$ cat src/rtl/xfer_pkg.sv
// Shared types and widths for the host-side transfer sequencer.
package xfer_pkg;

  typedef enum logic [2:0] {
    ST_IDLE    = 3'd0,
    ST_GS_REQ  = 3'd1,
    ST_BACKOFF = 3'd2,
    ST_STREAM  = 3'd3,
    ST_FINISH  = 3'd4
  } state_e;

  localparam int unsigned XFER_BURST_LEN = 1024;
  localparam int unsigned XFER_DATA_W    = 32;
  localparam int unsigned XFER_GS_W      = 8;
  localparam int unsigned XFER_WORDS_W   = 11;

endpackage

$ cat src/rtl/xfer_seq_timer.sv
// Loadable up-counter with a terminal-count flag; shared by the query
// timeout and the retry backoff interval.
module xfer_seq_timer #(
  parameter int unsigned W = 8
) (
  input  logic         clk_i,
  input  logic         rst_ni,
  input  logic         load_i,
  input  logic [W-1:0] load_val_i,
  input  logic         en_i,
  input  logic [W-1:0] term_i,
  output logic         tc_o
);

  logic [W-1:0] cnt_q, cnt_d;

  // Load has priority over counting.
  always_comb begin
    cnt_d = cnt_q;
    if (load_i) begin
      cnt_d = load_val_i;
    end else if (en_i) begin
      cnt_d = cnt_q + W'(1);
    end
  end

  // Counter register with synchronous active-low reset.
  always_ff @(posedge clk_i) begin
    if (!rst_ni) begin
      cnt_q <= '0;
    end else begin
      cnt_q <= cnt_d;
    end
  end

  assign tc_o = (cnt_q == term_i);

endmodule

$ cat src/rtl/xfer_host_sequencer.sv
// Host-side write sequencer: queries free-buffer count, retries with backoff,
// then streams one burst of words from the upstream source onto the host bus.
module xfer_host_sequencer
  import xfer_pkg::*;
#(
  parameter int unsigned BURST_LEN  = XFER_BURST_LEN,
  parameter int unsigned GS_TIMEOUT = 64,
  parameter int unsigned RETRY_GAP  = 16,
  parameter int unsigned MAX_RETRY  = 8
) (
  input  logic                    clock_host,
  input  logic                    reset,
  input  logic                    req_valid,
  output logic                    req_ready,
  input  logic [XFER_DATA_W-1:0]  src_data,
  input  logic                    src_valid,
  output logic                    src_ready,
  output logic                    host_select,
  output logic                    hwrite_enable,
  output logic [XFER_DATA_W-1:0]  hostdata_out,
  output logic                    hostdata_oe,
  output logic                    gs_select,
  output logic                    gs_write_enable,
  input  logic [XFER_GS_W-1:0]    gs_out,
  input  logic                    gs_out_enable,
  output logic                    busy,
  output logic                    done,
  output logic                    err,
  output logic [XFER_WORDS_W-1:0] words_sent
);

  localparam int unsigned TMR_MAX = (GS_TIMEOUT > RETRY_GAP) ? GS_TIMEOUT : RETRY_GAP;
  localparam int unsigned TW      = $clog2(TMR_MAX) + 1;
  localparam int unsigned RW      = $clog2(MAX_RETRY) + 1;

  state_e                  state_q, state_d;
  logic [RW-1:0]           retry_q, retry_d, retry_inc;
  logic [XFER_WORDS_W-1:0] words_q, words_d, words_inc;
  logic [XFER_DATA_W-1:0]  data_q, data_d;
  logic                    req_ready_q, req_ready_d;
  logic                    src_ready_q, src_ready_d;
  logic                    wr_q, wr_d;
  logic                    gs_q, gs_d;
  logic                    busy_q, busy_d;
  logic                    done_q, done_d;
  logic                    err_q, err_d;

  logic                    tmr_load, tmr_en, tmr_tc;
  logic [TW-1:0]           tmr_term;

  assign retry_inc = retry_q + RW'(1);
  assign words_inc = words_q + XFER_WORDS_W'(1);

  // Timer restarts from zero on every state change; only GS_REQ and BACKOFF count.
  assign tmr_load = (state_d != state_q);
  assign tmr_en   = (state_q == ST_GS_REQ) || (state_q == ST_BACKOFF);
  assign tmr_term = (state_q == ST_BACKOFF) ? TW'(RETRY_GAP - 1) : TW'(GS_TIMEOUT - 1);

  xfer_seq_timer #(
    .W (TW)
  ) u_timer (
    .clk_i      (clock_host),
    .rst_ni     (reset),
    .load_i     (tmr_load),
    .load_val_i ('0),
    .en_i       (tmr_en),
    .term_i     (tmr_term),
    .tc_o       (tmr_tc)
  );

  // Next-state and next-output logic; level outputs follow the next state so
  // every output is registered alongside the state.
  always_comb begin
    state_d   = state_q;
    retry_d   = retry_q;
    words_d   = words_q;
    data_d    = data_q;
    wr_d      = 1'b0;
    done_d    = 1'b0;
    err_d     = 1'b0;

    unique case (state_q)
      ST_IDLE: begin
        if (req_valid && req_ready_q) begin
          state_d = ST_GS_REQ;
          retry_d = '0;
          words_d = '0;
        end
      end
      ST_GS_REQ: begin
        // An answer in the same cycle as timeout expiry takes precedence.
        if (gs_out_enable) begin
          if (gs_out != '0) begin
            state_d = ST_STREAM;
          end else begin
            retry_d = retry_inc;
            if (retry_inc == RW'(MAX_RETRY)) begin
              state_d = ST_IDLE;
              err_d   = 1'b1;
            end else begin
              state_d = ST_BACKOFF;
            end
          end
        end else if (tmr_tc) begin
          state_d = ST_IDLE;
          err_d   = 1'b1;
        end
      end
      ST_BACKOFF: begin
        if (tmr_tc) begin
          state_d = ST_GS_REQ;
        end
      end
      ST_STREAM: begin
        if (src_valid && src_ready_q) begin
          data_d  = src_data;
          wr_d    = 1'b1;
          words_d = words_inc;
          if (words_inc == XFER_WORDS_W'(BURST_LEN)) begin
            state_d = ST_FINISH;
          end
        end
      end
      ST_FINISH: begin
        state_d = ST_IDLE;
        done_d  = 1'b1;
      end
      default: begin
        state_d = ST_IDLE;
      end
    endcase

    req_ready_d = (state_d == ST_IDLE);
    src_ready_d = (state_d == ST_STREAM);
    gs_d        = (state_d == ST_GS_REQ);
    busy_d      = (state_d != ST_IDLE);
  end

  // State, counters and output registers with synchronous active-low reset.
  always_ff @(posedge clock_host) begin
    if (!reset) begin
      state_q     <= ST_IDLE;
      retry_q     <= '0;
      words_q     <= '0;
      data_q      <= '0;
      req_ready_q <= 1'b1;
      src_ready_q <= 1'b0;
      wr_q        <= 1'b0;
      gs_q        <= 1'b0;
      busy_q      <= 1'b0;
      done_q      <= 1'b0;
      err_q       <= 1'b0;
    end else begin
      state_q     <= state_d;
      retry_q     <= retry_d;
      words_q     <= words_d;
      data_q      <= data_d;
      req_ready_q <= req_ready_d;
      src_ready_q <= src_ready_d;
      wr_q        <= wr_d;
      gs_q        <= gs_d;
      busy_q      <= busy_d;
      done_q      <= done_d;
      err_q       <= err_d;
    end
  end

  assign req_ready       = req_ready_q;
  assign src_ready       = src_ready_q;
  assign host_select     = wr_q;
  assign hwrite_enable   = wr_q;
  assign hostdata_oe     = wr_q;
  assign hostdata_out    = data_q;
  assign gs_select       = gs_q;
  assign gs_write_enable = gs_q;
  assign busy            = busy_q;
  assign done            = done_q;
  assign err             = err_q;
  assign words_sent      = words_q;

endmodule

$ cat config.mk
export PLATFORM = sky130hd
export DESIGN_NAME = xfer_host_sequencer
export DESIGN_NICKNAME = d
export VERILOG_FILES = /design/src/rtl/xfer_pkg.sv /design/src/rtl/xfer_seq_timer.sv /design/src/rtl/xfer_host_sequencer.sv
export SDC_FILE = /design/constraint.sdc
export NUM_CORES = 1
export LEC_CHECK = 0
export ABC_AREA = 1
export BUFFER_PORTS_ARGS = -buffer_cell sky130_fd_sc_hd__clkbuf_2
export CORE_MARGIN = 4
export CORE_UTILIZATION = 56
export CTS_BUF_LIST = sky130_fd_sc_hd__clkbuf_4
export DETAILED_ROUTE_END_ITERATION = 7
export GPL_TIMING_DRIVEN = 1
export PLACE_DENSITY = 0.95
export SLEW_MARGIN = 30
export SYNTH_ARGS = -nofsm -noshare
export SYNTH_HDL_FRONTEND = slang
export SYNTH_SLANG_ARGS = --single-unit
$ cat constraint.sdc
create_clock -name clock_host -period 3.9 [get_ports clock_host]
set_input_delay 0.585 -clock clock_host [delete_from_list [all_inputs] [get_ports clock_host]]
set_output_delay 0.585 -clock clock_host [all_outputs]
set_load 0.05 [all_outputs]
# After elaboration in Yosys (flattened, before gate mapping)
# Cells that the tools add are included.
# W data, S select, Z words.
# totals
latch_bits	0
word_cells	68
regBits	64
memories	0
output_inout_bits	53
rom_bits	0
mem_bits_rw	0
in_bits	45
# op_classes
shift	0
multipliers	0
bitwise_logic	1
order_cmp	0
add_sub_neg	3
div	0
n_mux	23
n_eq_ne	14
reduce_logical	15
# op_table
op	count
$mux W11	2
$pmux W11 S2	1
$mux W3	6
$mux W4	3
$pmux W3 S4	1
$add A11 B1 Y11 const B	1
$eq A11 B11 Y1 const B	1
$eq A3 B2 Y1 const B	3
$ne A2 B2 Y1 const B	4
$pmux W4 S2	1
$reduce_bool A8 Y1	1
$add A7 B1 Y7 const B	1
$eq A7 B6 Y1	1
$eq A3 B1 Y1 const B	2
$logic_not A3 Y1	2
$mux W1	6
$mux W6	1
$reduce_and A2 Y1	3
$add A4 B1 Y4 const B	1
$eq A4 B4 Y1 const B	1
$mux W2	2
$reduce_and A4 Y1	1
$reduce_bool A2 Y1	2
$eq A3 B3 Y1 const B	1
other kinds (7)	8

# Longest topological paths before layout
# Gate-level depths: netlist (run 1).
# logic_depth
ltp_word	8
ltp_mapped	15
mapped_depth_nobuf	15

# By module
# From an unflattened synthesis (run 1), not the netlist that was laid out.
# hier_totals
hier_cells	415
area_unflattened_um2	3016.6
# by_module_without_submodules
mod	area_each_um2	cells_per_inst	n_inst
xfer_host_sequencer	2507.4	350	1
xfer_seq_timer	509.2	65	1

# Least setup slack after synthesis (run 1)
# Ideal clock, no wire load.
# synth_path
path_type	register to register
start	reg words_q[1], in the netlist words_sent[1]
end	reg u_timer.cnt_q[6]
stages_incl_launch_ff	13
required_time_ps	3780
arrival_ps	2016
slack_ps	1764
path_buffers	0
setup_time_ps	120
period_less_slack_ps	2136
cell_sequence	dfxtp_1 > ha_1 > nand3_2 > nor2_4 > nand2_1 > nand2_2 > nand2_2 > nor2_2 > nand3_2 > nand2_4 > nand3_2 > nand2_4 > nor3_2
# synth_between
elab_chain_len	7
# synth_rtl
item	line	rtl
start, declared	xfer_host_sequencer.sv:38	logic [XFER_WORDS_W-1:0] words_q, words_d, words_inc;
start signal, assigned	xfer_host_sequencer.sv:156	words_q <= words_d;
$add A11 B1 Y11	xfer_host_sequencer.sv:52	assign words_inc = words_q + XFER_WORDS_W'(1);
$eq A11 B11 Y1	xfer_host_sequencer.sv:119	if (words_inc == XFER_WORDS_W'(BURST_LEN)) begin
$mux W3	xfer_host_sequencer.sv:119	
$mux W3	xfer_host_sequencer.sv:115	if (src_valid && src_ready_q) begin
$pmux W3 S4	xfer_host_sequencer.sv:82	unique case (state_q)
$ne A3 B3 Y1	xfer_host_sequencer.sv:55	assign tmr_load = (state_d != state_q);
$reduce_or A2 Y1 (no line)	n/a	
end signal, assigned	xfer_seq_timer.sv:32	cnt_q <= cnt_d;
end, declared	xfer_seq_timer.sv:15	logic [W-1:0] cnt_q, cnt_d;
# No other way between the ends.
# A chain may end at the register's enable or synchronous reset.

# Worst setup path after layout (run 1)
# layout_path
start	reg state_q[0]
end	reg words_q[0], in the netlist words_sent[0]
# layout_between
elab_chain_len	3
elab_cells_between_ends	7
classes_between	eq/ne: 3; mux: 1; reduce/logical: 3
# layout_rtl
item	line	rtl
start, declared	xfer_host_sequencer.sv:36	state_e state_q, state_d;
start signal, assigned	xfer_host_sequencer.sv:154	state_q <= state_d;
$eq A3 B2 Y1 or $logic_not A3 Y1 (tied branches)	xfer_host_sequencer.sv:82	
$ne A2 B2 Y1 (no line) or $reduce_bool A2 Y1 (tied branches)	n/a	
$reduce_and A3 Y1 (no line)	n/a	
# Several ways; a longest one is shown, not always the timed one.

==> flow_summary.ini, run 1 <==
[outcome]
status = completed

[clock_network]
cts_hold_buf = 0
numCtsBuffers = 9
insertion_delay_ns = 0.40
clockBufferDepth = 2
h-tree-depth = 3
post_cts_buffers = 0
cts_sinks = 64
cts.repair.resized = 0
tritoncts = yes
clk_pin_slew_ns = 0.10
cts_root_buf = clkbuf_4

[power_and_ir_drop]
p_sw_share_pct = 32.8
p_switching_mw = 0.435
clkPwrFrac_pct = 27.2
vdd_drop_max_mv = 0.223
combPwrFrac_pct = 19.3
intPower_mw = 0.890
leakage_nw = 1.74
cellPowerDensity_mw_per_mm2 = 370
p_seq_share_pct = 53.5
p_total_mw = 1.32

[worst_setup_path]
start_kind = flip-flop
crit_path_cell_trace = inv_2 -> nor3_2 -> inv_2 -> nor2_4 -> buf_4 -> nor2_1 -> o21ai_0 -> a21oi_1
path_buf_inv = 3
critPathMaxStageDelay_ns = 0.45
crit_path_end_kind = flip-flop
cp.arrival_ns = 2.45
crit_type = flip-flop to flip-flop
critPathTopFamily = simple AND/OR/NAND/NOR gates
cp.required_ns = 4.18
crit_top_cell = inv_2
critPathMaxFanout = 25
crit_slowest_cell = dfxtp_1

[floorplan]
num_rows = 26
fp.dieArea_mm2 = 0.00657
die_h_um = 81.1
coreArea_mm2 = 0.00514
initial_core_util_pct = 58.2
ios = 98
dieWidth_um = 81.1

[synth]
synth-main-ff-cell = dfxtp_1
synth_xor_area_share_pct = 2.34
synthMuxAreaShare_pct = 0.335
yosysSeqAreaShare_pct = 42.8
synth_compound_area_share_pct = 10.5
synth_top_family_by_area = simple AND/OR/NAND/NOR gates
synth-adder-area-share_pct = 1.67
ys_warn_count = 0
synth_edf_count = 0
syn_inst = 404
avgSynthCellArea_um2 = 7.40
async_reset_ff_share_pct = 0
yosys_register_bits = 64
synth.distinct_cells = 33
syn-cell-area_mm2 = 0.00299
synthSimpleGateAreaFrac_pct = 34.8
synthesis.nets = 453

[hold_path]
min_path_type = primary input to flip-flop

[place]
gp_congestion = 0.897
hpwl_mm = 5.30
io_buffers = 97

[timing]
fmax_mhz = 459
rsz0062_at_grt = false
hold_viol = 0
finalCritPeriodShare_pct = 55.9
fin_skew_ns = 0.00876
holdWs_ns = 0.405
finalSetupViolCount = 0
tightest_slew_ns = 0.702
relSlewSlack_pct = 53.2
min_period_ns = 2.18
drv_slew = 0
fin_setup_tns_ns = 0

[finish]
antennaDiodeCount = 0
final_util_pct = 69.6
drive_above_1_share_pct = 30.9
area.growth.synth_to_final_pct = 19.7
layout.nets = 546

[route]
wirelength_mm = 7.29
first_pass_iters = 5
route.vias.total = 2951
viasPerCell = 5.17
drt_first_iter_violations = 179
postRouteAntennaNets = 0
drc_errors = 0
wl_per_cell_um = 12.8

[grt]
grtUsageTotal_pct = 24.2
grt_antenna_before_repair = 0
grt_overflow = 0
grt_pass1_wl_mm = 12.4
grt_pass1_vias = 2914
grt_max_degree = 41

[job]
maxCapViolations = 0
## registers in the layout, indices dropped and copies added, names as in the netlist
register,cells
u_timer.cnt_q,7
state_q,3
req_ready,1
hostdata_out,32
retry_q,4
done,1
host_select,1
words_sent,11
src_ready,1
gs_select,1
busy,1
err,1
## metrics by stage
stage	setup slack [ns]	instances	cell area, um^2
after floorplan	1.76	404	2990
after global placement	1.70	556	3480
after detailed placement	1.65	556	3480
after CTS	1.74	571	3580
after global routing	1.47	571	3580
final	1.72	571	3580
## final cells by class
class | instances | area, um^2
Clock inverter | 5 | 25.0
Clock buffer | 10 | 75.1
Sequential cell | 64 | 1280
Timing Repair Buffer | 98 | 493
Multi-Input combinational cell | 289 | 1490
Inverter | 35 | 131
Tap cell | 70 | 87.6
Fill cell | 431 | 1560
## worst reg2reg max path, cell delays in order (launching register included)
cell and delay, ns:
dfxtp_1 0.45, inv_2 0.07, nor3_2 0.31, inv_2 0.08, nor2_4 0.32, buf_4 0.34, nor2_1 0.23, o21ai_0 0.21
a21oi_1 0.05
## metal layers
| layer | routed length [um] | vias to the layer above | GRT usage [%] |
|---|---|---|---|
| li1 | - | 1476 | - |
| met1 | 3010 | 1330 | 28.8 |
| met2 | 3480 | 125 | 39.5 |
| met3 | 623 | 20 | 7.10 |
| met4 | 180 | 0 | 12.5 |
| met5 | 0 | - | 0 |
## worst paths after layout
| path | start | end | slack [ns] | cells past startpoint |
|---|---|---|---|---|
| max | state_q[0]$_SDFF_PN0_ | words_sent[0]$_SDFFE_PN0P_ | 1.72 | 8 |
| min | src_data[28] | hostdata_out[28]$_SDFFE_PN0P_ | 0.40 | 3 |
| max reg2reg | state_q[0]$_SDFF_PN0_ | words_sent[0]$_SDFFE_PN0P_ | 1.72 | 8 |
| min reg2reg | retry_q[3]$_SDFFE_PN0P_ | retry_q[3]$_SDFFE_PN0P_ | 0.53 | 2 |
## cell usage in the layout (no fill, tap or decap), drive strengths merged, types with 2 or more instances in the layout
cell type and count:
clkbuf 107, nor2 100, nand2 77, dfxtp 64
o21ai 39, inv 35, nand3 21, a21oi 14
nand4 8, nor3 8, xnor2 4, xor2 4
ha 4, clkinv 4, a211oi 3, nand3b 2
## Yosys cell counts, drive strengths merged, types with 2 or more instances
cell type  count  area share [%]
inv           35             4.4
nand4          8             1.7
a211oi         3            0.75
clkbuf         6            0.84
nand3b         2            0.50
buf           10             2.2
nand2         77              12
nor2         100              14
nand3         21             4.7
xnor2          4             1.2
xor2           4             1.2
dfxtp         64              43
a21oi         14             2.5
o21ai         39             6.5
ha             4             1.7
nor3           8             2.7
## power groups by stage
stage          sequential [mW]  combinational, mW  clock, mW
6_report                 0.709              0.256      0.360
3_5_place_dp             0.724              0.253          0
3_3_place_gp             0.721              0.245          0
2_1_floorplan            0.755              0.158          0
5_1_grt                  0.714              0.280      0.396
4_1_cts                  0.709              0.256      0.364
## cells by family after synthesis
logic type / after synthesis
compound gates: 59
xor+xnor: 8
fa+ha+maj: 4
buf+inv: 51
flops: 64
mux: 1
simple gates: 217
Note: power is estimated with default switching activity, not from simulation.
==> run 2, diff against run 1 <==
--- a/config.mk
+++ b/config.mk
@@ -8,11 +8,11 @@
 export ABC_AREA = 1
 export BUFFER_PORTS_ARGS = -buffer_cell sky130_fd_sc_hd__clkbuf_2
 export CORE_MARGIN = 4
-export CORE_UTILIZATION = 56
+export CORE_UTILIZATION = 47
 export CTS_BUF_LIST = sky130_fd_sc_hd__clkbuf_4
 export DETAILED_ROUTE_END_ITERATION = 7
 export GPL_TIMING_DRIVEN = 1
-export PLACE_DENSITY = 0.95
+export PLACE_DENSITY = 0.89
 export SLEW_MARGIN = 30
 export SYNTH_ARGS = -nofsm -noshare
 export SYNTH_HDL_FRONTEND = slang
==> constraint.sdc (replaced) <==
create_clock -name clock_host -period 1.8 [get_ports clock_host]
set_input_delay 0.27 -clock clock_host [delete_from_list [all_inputs] [get_ports clock_host]]
set_output_delay 0.27 -clock clock_host [all_outputs]
set_load 0.05 [all_outputs]
==> run 2 against run 1 <==
  * Worst setup slack lost 1.7 ns
  * Cell count grew 1.9%
  * Wire length grew 3.5%
  * Non-clock buffer count grew 5
==> flow_summary.ini, run 2 (synthesis gave the netlist of run 1 again) <==
[route]
drc_errors = 0
route.vias.total = 2971
drt_first_iter_violations = 138
postRouteAntennaNets = 0
wl_per_cell_um = 13.0
first_pass_iters = 5
wirelength_mm = 7.54
viasPerCell = 5.10

[timing]
holdWs_ns = 0.0782
drv_slew = 0
relSlewSlack_pct = 62.4
finalCritPeriodShare_pct = 96.9
fin_skew_ns = 0.0193
tightest_slew_ns = 0.563
fmax_mhz = 573
rsz0062_at_grt = true
finalSetupViolCount = 0
min_period_ns = 1.74
fin_setup_tns_ns = 0
hold_viol = 0

[floorplan]
initial_core_util_pct = 49.3
fp.dieArea_mm2 = 0.00770
ios = 98
coreArea_mm2 = 0.00606
die_h_um = 87.8
num_rows = 28
dieWidth_um = 87.8

[power_and_ir_drop]
cellPowerDensity_mw_per_mm2 = 855
vdd_drop_max_mv = 0.585
leakage_nw = 1.79
p_total_mw = 3.21

[clock_network]
tritoncts = yes
clk_pin_slew_ns = 0.12
cts_root_buf = clkbuf_4
cts_sinks = 64
h-tree-depth = 3
numCtsBuffers = 9
cts_hold_buf = 0
clockBufferDepth = 2
insertion_delay_ns = 0.41

[finish]
final_cells = 582
antennaDiodeCount = 0
layout.nets = 551
final_util_pct = 61.9
largest_reg_flops = 32
area.growth.synth_to_final_pct = 25.5
final_common_cell = clkbuf_2
drive_above_1_share_pct = 35.9
fillers = 514
layout_common_cells = clkbuf_2 (97), nor2_1 (88), nand2_1 (60)

[hold_path]
min_from = src_data[24]
min_delay_path_depth = 3
min_path_type = primary input to flip-flop
hold_end = hostdata_out[24]$_SDFFE_PN0P_

[grt]
grt_pass1_vias = 2983
grtUsageTotal_pct = 20.2
grt_antenna_before_repair = 0
grt_pass1_wl_mm = 12.5
grt_max_degree = 40
grt_overflow = 0

[place]
io_buffers = 97
placed_cells = 565
gp_congestion = 0.929
hpwl_mm = 5.41

[worst_setup_path]
ff2ff_path_depth = 12
reg2reg_slack_ns = 0.06
crit_type = flip-flop to flip-flop
crit_start = words_sent[0]$_SDFFE_PN0P_
cp.arrival_ns = 2.06
start_kind = flip-flop
crit_path_end_kind = flip-flop
r2r-end = u_timer.cnt_q[4]$_SDFFE_PP0P_
cp.required_ns = 2.12
critPathMaxFanout = 7
rr_startpoint = words_sent[0]$_SDFFE_PN0P_

[job]
maxCapViolations = 0

[outcome]
status = completed
## run 2: changes by cell type in the layout (fill, tap and decap cells not counted), moves of 2 or more
cell / before / now
dfxtp_1: 64 / 55
dfxtp_2: 0 / 6
buf_4: 1 / 6
nor2_1: 92 / 88
dfxtp_4: 0 / 3
nand2_1: 63 / 60
nand2_2: 10 / 13
nor2_2: 6 / 9
bufinv_16: 0 / 2
clkinv_1: 2 / 0
## run 2: cell type report
type | count | area, um^2 | area share, %
clock buffers | 10 | 75.1 | 2.00
clock inverters | 6 | 85.1 | 2.27
inverters | 35 | 131 | 3.50
multi-input cells | 289 | 1540 | 40.9
flip-flops and latches | 64 | 1300 | 34.6
well taps | 75 | 93.8 | 2.50
repair buffers | 103 | 531 | 14.1
## run 2: how the worst max path moves through the flow
stage	to	slack (ns)	depth (start not counted)
finish	u_timer.cnt_q[4]$_SDFFE_PP0P_	0.06	12
global route	u_timer.cnt_q[4]$_SDFFE_PP0P_	-0.09	12
CTS	words_sent[0]$_SDFFE_PN0P_	0.004	6
detailed placement	u_timer.cnt_q[6]$_SDFFE_PP0P_	0.01	12
global placement	u_timer.cnt_q[0]$_SDFFE_PP0P_	0.1	12
floorplan	u_timer.cnt_q[6]$_SDFFE_PP0P_	0.02	12
## run 2: routing by layer
layer	vias up	part of all wire [%]	GRT usage, %
met5	-	0	0
met4	0	2.3	9.48
met3	18	10	6.02
met2	125	47	34.6
met1	1337	41	23.1
li1	1491	-	-
## run 2: power breakdown
part / internal (mW) / switching (mW) / leakage (nW) / total (mW)
Sequential: 1.47 / 0.0605 / 0.523 / 1.53
Combinational: 0.179 / 0.390 / 1.19 / 0.569
Clock: 0.574 / 0.529 / 0.0824 / 1.10
## run 2: through the flow
step / instance area [um^2] / setup slack [ns]
2_1_floorplan: 3010 / 0.0185
3_3_place_gp: 3530 / 0.0970
3_5_place_dp: 3530 / 0.0111
4_1_cts: 3700 / 0.00364
5_1_grt: 3750 / -0.0884
6_report: 3750 / 0.0553
## run 2: worst max-delay path, cell delays in order (launching register included)
cell and delay [ns]:
dfxtp_4 0.40, ha_4 0.17, nand3_4 0.09, nor2_4 0.16, buf_4 0.13, nand3_1 0.07
nand2_1 0.11, nor2_2 0.04, nand3_2 0.08, nand2_4 0.07, nand3_2 0.08, nand2_4 0.09
nor3_2 0.17
## run 2: repair_timing
action	4_1_cts	5_1_grt
gates resized for setup	2	12
setup endpoints to repair	7	24
hold endpoints to repair	0	0
buffers inserted	0	1
gates cloned	0	0
pin swaps	2	3
==> run 3, diff against run 2 <==
--- a/config.mk
+++ b/config.mk
@@ -7,8 +7,10 @@
 export LEC_CHECK = 0
 export ABC_AREA = 1
 export BUFFER_PORTS_ARGS = -buffer_cell sky130_fd_sc_hd__clkbuf_2
+export CELL_PAD_IN_SITES_DETAIL_PLACEMENT = 1
+export CELL_PAD_IN_SITES_GLOBAL_PLACEMENT = 1
 export CORE_MARGIN = 4
-export CORE_UTILIZATION = 47
+export CORE_UTILIZATION = 33
 export CTS_BUF_LIST = sky130_fd_sc_hd__clkbuf_4
 export DETAILED_ROUTE_END_ITERATION = 7
 export GPL_TIMING_DRIVEN = 1
==> run 3 against run 2 <==
  * The run now ends with negative setup slack left
  * Cell area rose by 3.5%
  * Via count rose by 1.9%
  * Non-clock buffer count rose by 7
  * Combinational power rose by 3.5%
  * Global-route usage fell by 3.0 points
  * Clock-buffer cell count did not move
  * Clock skew fell by 0.0050 ns
  * First-iteration DRC count fell by 33%
  * Cell count rose by 6.9%
  * Die area rose by 38%
  * Core utilization fell by 18 points
  * Critical endpoint unchanged
  * Largest cell class unchanged
  * Largest power group unchanged
==> flow_summary.ini, run 3 (synthesis gave the netlist of run 1 again) <==
[clock_network]
cts_hold_buf = 0
clockBufferDepth = 2
insertion_delay_ns = 0.41
tritoncts = yes
cts_root_buf = clkbuf_4
h-tree-depth = 3
numCtsBuffers = 9
clk_pin_slew_ns = 0.12
cts_sinks = 64

[power_and_ir_drop]
vdd_drop_max_mv = 0.443
leakage_nw = 1.85
cellPowerDensity_mw_per_mm2 = 806

[worst_setup_path]
crit_path_end_kind = flip-flop
crit_top_cell = nand2_2
path_buf_inv = 0
critPathTopFamily = simple AND/OR/NAND/NOR gates
cp.required_ns = 2.14
crit_type = flip-flop to flip-flop
start_kind = flip-flop
critPathMaxFanout = 7
critPathMaxStageDelay_ns = 0.39
crit_path_cell_trace = ha_4 -> nand3_4 -> nor2_4 -> nand2_2 -> nand2_1 -> nand2_2 -> nand2_2 -> nor2_4 -> nand3_2 -> nand2_2 -> nor2_4 -> nand2_4 -> nor3_2
crit_slowest_cell = dfxtp_4
cp.arrival_ns = 2.20

[finish]
fillers = 1145
layout.nets = 558
largest_reg_flops = 32
layout_common_cells = clkbuf_2 (97), nor2_1 (85), nand2_1 (58)
final_cells = 622
antennaDiodeCount = 0
area.growth.synth_to_final_pct = 29.8
final_common_cell = clkbuf_2
drive_above_1_share_pct = 37.9

[timing]
tightest_slew_ns = 0.546
fmax_mhz = 539
drv_slew = 0
finalCritPeriodShare_pct = 103
timing.final.ws_setup_ns = -0.0568
rsz0062_at_grt = true
min_period_ns = 1.86
relSlewSlack_pct = 63.6
hold_viol = 0
finalSetupViolCount = 5
fin_skew_ns = 0.0143

[route]
first_pass_iters = 4
drc_errors = 0
wl_per_cell_um = 14.9
viasPerCell = 4.86
drt_first_iter_violations = 92
route.vias.total = 3026
wirelength_mm = 9.25
postRouteAntennaNets = 0

[grt]
grt_pass1_vias = 3125
grt_pass1_wl_mm = 14.6
grt_antenna_before_repair = 0
grtUsageTotal_pct = 17.2
grt_max_degree = 35
grt_overflow = 0

[place]
pre_cts_ws_ns = -0.0412
gp_congestion = 0.833
io_buffers = 97
hpwl_mm = 6.64
placed_cells = 600

[job]
maxCapViolations = 0

[floorplan]
ios = 98
num_rows = 34
coreArea_mm2 = 0.00876
fp.dieArea_mm2 = 0.0106
initial_core_util_pct = 34.1
die_h_um = 103
dieWidth_um = 103

[hold_path]
min_path_type = primary input to flip-flop

[outcome]
violations = negative setup slack
status = complete, but fails checks
[run 3: cell count changes in the layout (fill, tap and decap cells not counted), sizes merged]
cell	previous run	this run
buf	6	13
bufinv	2	1
clkinvlp	2	1
inv	35	37
[run 3: final cells by class]
class	instances	area, um^2	share of cell area (%)
Multi-Input combinational cell	289	1590	40.9
Timing Repair Buffer	110	587	15.1
Tap cell	108	135	3.48
Inverter	35	134	3.45
Sequential cell	64	1300	33.4
Clock inverter	6	67.6	1.74
Clock buffer	10	75.1	1.93
[run 3: where the power goes]
part / internal, mW / switching, mW
registers: 1.48 / 0.0627
clock network: 0.447 / 0.557
logic: 0.183 / 0.406
[run 3: through the flow]
step                area [um^2]  TNS (ns)  util (%)  power [mW]  hold WS (ns)
floorplan                  3010         0         -        1.98         0.405
global placement           3590         0      40.9        2.11         0.491
detailed placement         3590    -0.150      40.9        2.15         0.503
CTS                        3750         0      42.8        3.14        0.0580
global route               3880     -1.62      44.3        3.32        0.0501
finish                     3880    -0.129      44.3        3.13        0.0797
[run 3: timing repair]
action                                  in CTS  in global routing
gates resized for setup                      2                 26
buffers inserted                             1                  5
pin swaps                                    0                 14
endpoints found under the setup margin      10                 37
cloned                                       0                  0
[run 3: worst paths after layout]
check | cells past startpoint | slack (ns) | to | startpoint
setup / recovery | 13 | -0.06 | u_timer.cnt_q[4]$_SDFFE_PP0P_ | words_sent[1]$_SDFFE_PN0P_
hold / removal | 3 | 0.08 | hostdata_out[26]$_SDFFE_PN0P_ | src_data[26]
setup reg to reg | 13 | -0.06 | u_timer.cnt_q[4]$_SDFFE_PP0P_ | words_sent[1]$_SDFFE_PN0P_
hold reg to reg | 2 | 0.53 | words_sent[3]$_SDFFE_PN0P_ | words_sent[3]$_SDFFE_PN0P_
[run 3: per-layer routing]
metal	GRT usage [%]	share of wire, %	wire [um]
met5	0	0	0
met4	6.08	1.6	148
met3	4.96	5.9	548
met2	30.0	51	4680
met1	20.1	42	3870
[run 3: worst reg2reg max path, stage by stage, from the launching register on]
cell and delay (ns):
dfxtp_4 0.39, ha_4 0.18, nand3_4 0.10, nor2_4 0.19
nand2_2 0.08, nand2_1 0.10, nand2_2 0.07, nand2_2 0.09
nor2_4 0.04, nand3_2 0.07, nand2_2 0.07, nor2_4 0.13
nand2_4 0.10, nor3_2 0.18
